[src/rtl/vram_fill_pkg.sv]
// Shared types and constants for the VRAM fill controller: FSM states,
// default MMIO addresses, fill length and CTRL register bit layout.
package vram_fill_pkg;

  typedef enum logic [1:0] {
    ST_IDLE   = 2'd0,
    ST_FILL   = 2'd1,
    ST_COMMIT = 2'd2
  } fill_state_e;

  localparam logic [31:0] DEF_VRAM_BASE   = 32'hfbad_0000;
  localparam logic [31:0] DEF_COMMIT_ADDR = 32'hfbad_f000;
  localparam logic [31:0] DEF_CTRL_ADDR   = 32'hfbad_f004;
  localparam int unsigned DEF_VRAM_BYTES  = 32'd4800;

  localparam int unsigned CTRL_START_BIT = 32'd8;
  localparam int unsigned CTRL_AUTO_BIT  = 32'd9;
  localparam int unsigned CTRL_ABORT_BIT = 32'd10;

  localparam logic [2:0] ACC_SB = 3'b000;
  localparam logic [2:0] ACC_SW = 3'b010;

  function automatic logic [31:0] status_word(input logic auto_commit, input logic busy);
    return {30'b0, auto_commit, busy};
  endfunction

endpackage

[src/rtl/vram_fill_ctrl.sv]
// MMIO port arbiter: passes CPU accesses through when idle and takes the port
// over to fill the back buffer with one colour, optionally committing the frame.
module vram_fill_ctrl
  import vram_fill_pkg::*;
#(
  parameter logic [31:0] VRAM_BASE   = DEF_VRAM_BASE,
  parameter int unsigned VRAM_BYTES  = DEF_VRAM_BYTES,
  parameter logic [31:0] COMMIT_ADDR = DEF_COMMIT_ADDR,
  parameter logic [31:0] CTRL_ADDR   = DEF_CTRL_ADDR
) (
  input  logic        clk,
  input  logic        rst,
  input  logic        cpu_load,
  input  logic        cpu_store,
  input  logic [2:0]  cpu_access,
  input  logic [31:0] cpu_addr,
  input  logic [31:0] cpu_data_in,
  output logic [31:0] cpu_data_out,
  output logic        cpu_stall,
  output logic        m_load,
  output logic        m_store,
  output logic [2:0]  m_access,
  output logic [31:0] m_addr,
  output logic [31:0] m_data_in,
  input  logic [31:0] m_data_out,
  output logic        fill_done
);

  localparam logic [12:0] LAST_IDX = 13'(VRAM_BYTES - 32'd1);

  fill_state_e r_state;
  fill_state_e w_next_state;
  logic [12:0] r_idx;
  logic [7:0]  r_color;
  logic        r_auto_commit;
  logic        r_fill_done;

  logic        w_is_ctrl;
  logic        w_ctrl_wr;
  logic        w_start;
  logic        w_abort;
  logic        w_busy;
  logic        w_last;
  logic        w_ctrl_rd;
  logic [31:0] w_status;

  assign w_is_ctrl = (cpu_addr == CTRL_ADDR);
  assign w_ctrl_wr = cpu_store && (cpu_access == ACC_SW) && w_is_ctrl;
  assign w_ctrl_rd = cpu_load && w_is_ctrl;
  assign w_start   = w_ctrl_wr && cpu_data_in[CTRL_START_BIT];
  assign w_abort   = w_ctrl_wr && cpu_data_in[CTRL_ABORT_BIT];
  assign w_busy    = (r_state != ST_IDLE);
  assign w_last    = (r_idx == LAST_IDX);
  assign w_status  = status_word(r_auto_commit, w_busy);
  assign fill_done = r_fill_done;

  // State register
  always_ff @(posedge clk or negedge rst) begin
    if (!rst) begin
      r_state <= ST_IDLE;
    end else begin
      r_state <= w_next_state;
    end
  end

  // Next-state logic; start beats abort in IDLE because abort is only checked while busy
  always_comb begin
    w_next_state = r_state;
    case (r_state)
      ST_IDLE: begin
        if (w_start) begin
          w_next_state = ST_FILL;
        end else begin
          w_next_state = ST_IDLE;
        end
      end
      ST_FILL: begin
        if (w_abort) begin
          w_next_state = ST_IDLE;
        end else if (w_last) begin
          w_next_state = r_auto_commit ? ST_COMMIT : ST_IDLE;
        end else begin
          w_next_state = ST_FILL;
        end
      end
      ST_COMMIT: w_next_state = ST_IDLE;
      default:   w_next_state = ST_IDLE;
    endcase
  end

  // Fill counter, latched command fields and completion pulse
  always_ff @(posedge clk or negedge rst) begin
    if (!rst) begin
      r_idx         <= 13'd0;
      r_color       <= 8'd0;
      r_auto_commit <= 1'b0;
      r_fill_done   <= 1'b0;
    end else begin
      r_fill_done <= 1'b0;
      case (r_state)
        ST_IDLE: begin
          if (w_start) begin
            r_idx         <= 13'd0;
            r_color       <= cpu_data_in[7:0];
            r_auto_commit <= cpu_data_in[CTRL_AUTO_BIT];
          end
        end
        ST_FILL: begin
          r_idx       <= r_idx + 13'd1;
          r_fill_done <= w_last && !r_auto_commit && !w_abort;
        end
        ST_COMMIT: r_fill_done <= !w_abort;
        default:   r_fill_done <= 1'b0;
      endcase
    end
  end

  // Port mux: CPU passthrough in IDLE, engine requests while busy
  always_comb begin
    m_load       = 1'b0;
    m_store      = 1'b0;
    m_access     = cpu_access;
    m_addr       = cpu_addr;
    m_data_in    = cpu_data_in;
    cpu_stall    = 1'b0;
    cpu_data_out = 32'd0;
    case (r_state)
      ST_IDLE: begin
        m_load    = cpu_load && !w_is_ctrl;
        m_store   = cpu_store && !w_is_ctrl;
        cpu_stall = 1'b0;
      end
      ST_FILL: begin
        m_store   = 1'b1;
        m_access  = ACC_SB;
        m_addr    = VRAM_BASE + {19'd0, r_idx};
        m_data_in = {24'd0, r_color};
        cpu_stall = (cpu_load || cpu_store) && !w_is_ctrl;
      end
      ST_COMMIT: begin
        m_store   = 1'b1;
        m_access  = ACC_SB;
        m_addr    = COMMIT_ADDR;
        m_data_in = 32'd0;
        cpu_stall = (cpu_load || cpu_store) && !w_is_ctrl;
      end
      default: begin
        m_load    = 1'b0;
        m_store   = 1'b0;
        cpu_stall = 1'b0;
      end
    endcase
    if (w_ctrl_rd) begin
      cpu_data_out = w_status;
    end else if (!w_busy) begin
      cpu_data_out = m_data_out;
    end else begin
      cpu_data_out = 32'd0;
    end
  end

endmodule

[config.mk]
export PLATFORM = sky130hd
export DESIGN_NAME = vram_fill_ctrl
export DESIGN_NICKNAME = d
export VERILOG_FILES = /design/src/rtl/vram_fill_pkg.sv /design/src/rtl/vram_fill_ctrl.sv
export SDC_FILE = /design/constraint.sdc
export NUM_CORES = 1
export LEC_CHECK = 0
export BUFFER_PORTS_ARGS = -buffer_cell sky130_fd_sc_hd__buf_2
export CORE_AREA = 2 2 80 82
export DETAILED_ROUTE_END_ITERATION = 10
export DIE_AREA = 0 0 82 84
export GPL_ROUTABILITY_DRIVEN = 0
export PLACE_DENSITY_LB_ADDON = 0.05
export SYNTH_ARGS = -nofsm -noshare
export SYNTH_HDL_FRONTEND = slang
export SYNTH_SLANG_ARGS = --single-unit
[constraint.sdc]
create_clock -name clk -period 2.5 [get_ports clk]
set_input_delay 0.375 -clock clk [delete_from_list [all_inputs] [get_ports clk]]
set_output_delay 0.375 -clock clk [all_outputs]
set_load 0.005 [all_outputs]
==> impl_metrics.json <==
{
  "ant_nets": 0,
  "net-switching-power_uw": 262,
  "tightest_slew_ps": 593,
  "dr.pass1.iters": 4,
  "rows": 29,
  "core_mm2": 0.00610,
  "post_cts.repair.setup_buffers": 0,
  "slowest_stage": "or4_4",
  "cts_sinks": 25,
  "tns_ps": 0,
  "cp.buffers_inverters": 3,
  "synth_area_leader_cell": "dfrtp_1",
  "cts_resized": 0,
  "dr_total_vias": 2935,
  "cts-root-buf": "clkbuf_8",
  "cts_tree": "yes",
  "drc": 0,
  "crit_required_ps": 2120,
  "fp.dieArea_mm2": 0.00689,
  "overflow": 0,
  "drtIter0Drc": 107,
  "cellPowerDensity_mw_per_mm2": 270,
  "m1WireLength_um": 3750,
  "dp_hpwl_um": 7340,
  "leakage_nw": 1.88,
  "crit_type": "in2out",
  "cp-start-kind": "input pin",
  "dr_wl_met3_um": 854,
  "final-setup-viol-count": 0,
  "hold_viol_final": 0,
  "synthCells": 322,
  "combPwrFrac_pct": 28.8,
  "antenna_found_initial": 1,
  "drv_slew": 0,
  "cp_top_family": "simple AND/OR/NAND/NOR gates",
  "power.share.sequential_pct": 43.4,
  "ys_ff_latch": 25,
  "numPortBuffers": 205,
  "relSlewSlack_pct": 60.5,
  "yosys_warnings": 0,
  "skew_ps": 8.97,
  "cp.arrival_ps": 1990,
  "dp_cells": 596,
  "crit_top_cell": "buf_2",
  "p_int_uw": 669,
  "grt_pass1_wl_um": 13600,
  "topRoutingLayerUsed": "met4",
  "io_pins": 206,
  "grt_usage_pct": 25.4,
  "synth_edf_count": 0,
  "end_kind": "primary output",
  "fp.dieW_um": 82,
  "grt_start_max_net_pins": 40,
  "layout_min_cycle_time_ps": 2360,
  "sw_frac_of_total_pct": 28.1,
  "synth_top_area_share_pct": 27.8,
  "hold_class": "in2async",
  "p_clk_share_pct": 27.8,
  "fmaxAchievable_ghz": 0.423,
  "grt_pass1_vias": 2754,
  "cpPeakStageDelay_ps": 570,
  "drv_cap": 0,
  "die_h_um": 84,
  "routedWlPerCell_um": 14.7,
  "async_flop_share_pct": 100,
  "synth_area_mm2": 0.00225,
  "critPathMaxFanout": 30,
  "period_share_pct": 94.5,
  "avgSynthCellArea_um2": 6.98,
  "synthToLayoutAreaGrowth_pct": 53.1,
  "synth_cell_types": 35,
  "irDropWorstVdd_mv": 0.223,
  "clkLatencyLatePin_ps": 280,
  "numCtsBuffers": 3,
  "clkTransAtPathRegs_ps": 100,
  "cts_max_path_buffers": 2,
  "synth_area_leaders": "dfrtp_1 28%, nor2b_1 9.2%, o21ai_0 9.1%",
  "critical_path.cell_chain": "buf_2 -> nand4b_1 -> or4_4 -> nor2_1 -> a21oi_1 -> buf_12 -> and2_1 -> buf_2",
  "rsz0062_at_grt": "no",
  "outcome": "finished, final reports clean",
  "vias_per_cell": 4.88,
  "final_nets": 632,
  "cts_hold_buffers": 0,
  "wl_met2_um": 4140,
  "synth_nets": 430,
  "fin_cells": 601,
  "yosys_most_used_dff": "dfrtp_1",
  "wirelength_um": 8840,
  "drive_gt1_share_pct": 45.5,
  "ys_seq_area_share_pct": 27.8,
  "htreeDepth": 1,
  "initial_core_util_pct": 36.9
}
## sequential cells by signal (all words and copies together) (netlist names)
signal         cells
fill_done          1
r_auto_commit      1
r_color            8
r_idx             13
r_state            2
## cell families (layout without fill, tap and decap cells)
family | count (synthesis) | count (layout) | synth area share (%)
other | 0 | 1 | 0
multiplexers | 3 | 3 | 1.34
buffers and inverters | 50 | 251 | 8.80
AO/OA/AOI/OAI | 65 | 65 | 16.4
AND/OR/NAND/NOR | 174 | 174 | 42.9
flip-flops | 25 | 25 | 27.8
adder cells (fa/ha/maj) | 5 | 5 | 2.78
## power by group through the flow
| stage | Sequential [mW] | Combinational (mW) | Clock (mW) |
|---|---|---|---|
| floorplan | 0.412 | 0.0818 | 0 |
| global placement | 0.412 | 0.268 | 0 |
| detailed placement | 0.412 | 0.269 | 0 |
| CTS | 0.404 | 0.271 | 0.263 |
| global route | 0.404 | 0.297 | 0.287 |
| finish | 0.404 | 0.268 | 0.259 |
## cell usage after synthesis, types with 3 or more instances
cell,instances
dfrtp_1,25
ha_1,5
nor2b_1,33
nor3_1,4
and3_1,4
or2_2,13
inv_1,30
a21oi_1,5
o21ai_1,4
o21ai_0,41
clkbuf_1,17
nand2_1,49
nor4b_1,3
nand4b_1,3
a31oi_1,5
nor2_1,11
nand3_1,10
a22o_1,5
and2_1,31
mux2i_1,3
nand4_1,4
## cell usage in the layout (no fill, tap or decap), drive strengths merged, types with 10 or more instances in the layout
master	n
dfrtp	25
nor2	11
and2	31
nor2b	33
inv	30
or2	13
nand2	49
nand3	10
buf	217
o21ai	45
## path summary, 6_finish.rpt
kind / slack (ps) / cells after the start / start / to
setup / recovery: 140 / 8 / cpu_addr[26] / cpu_data_out[9]
max in group asynchronous: 2020 / 1 / rst / r_auto_commit$_DFFE_PN0P_
min in group clk: 330 / 3 / cpu_data_in[9] / r_auto_commit$_DFFE_PN0P_
hold / removal: 80 / 1 / rst / r_color[2]$_DFFE_PN0P_
setup reg to reg: 550 / 7 / r_state[0]$_DFF_PN0_ / r_idx[2]$_DFFE_PN0P_
hold reg to reg: 490 / 2 / r_color[5]$_DFFE_PN0P_ / r_color[5]$_DFFE_PN0P_
## layer usage
| layer | up-vias | GRT usage [%] |
|---|---|---|
| li1 | 1472 | - |
| met1 | 1350 | 34.4 |
| met2 | 107 | 39.6 |
| met3 | 6 | 8.23 |
| met4 | 0 | 4.70 |
| met5 | - | 0 |
## through the flow
stage / worst slack (ps) / util [%] / hold WS [ps] / cell area (um2) / power, mW
6_report: 138 / 56.4 / 83.9 / 3440 / 0.931
5_1_grt: 11.9 / 56.4 / 107 / 3440 / 0.988
4_1_cts: 141 / 56.4 / 99.3 / 3440 / 0.937
3_5_place_dp: 143 / 55.6 / 406 / 3390 / 0.681
3_3_place_gp: 97.2 / 55.6 / 412 / 3390 / 0.680
2_1_floorplan: 317 / - / 79.4 / 2250 / 0.494
## final cells by class
cell class | count | area, um2
diodes | 1 | 2.50
clock buffers | 3 | 41.3
clock inverters | 1 | 7.51
fillers | 640 | 2660
inverters | 30 | 113
multi-input cells | 247 | 1430
flip-flops and latches | 25 | 626
well taps | 77 | 96.3
repair buffers | 217 | 1130
No activity file was read; power rests on OpenSTA's default activity.
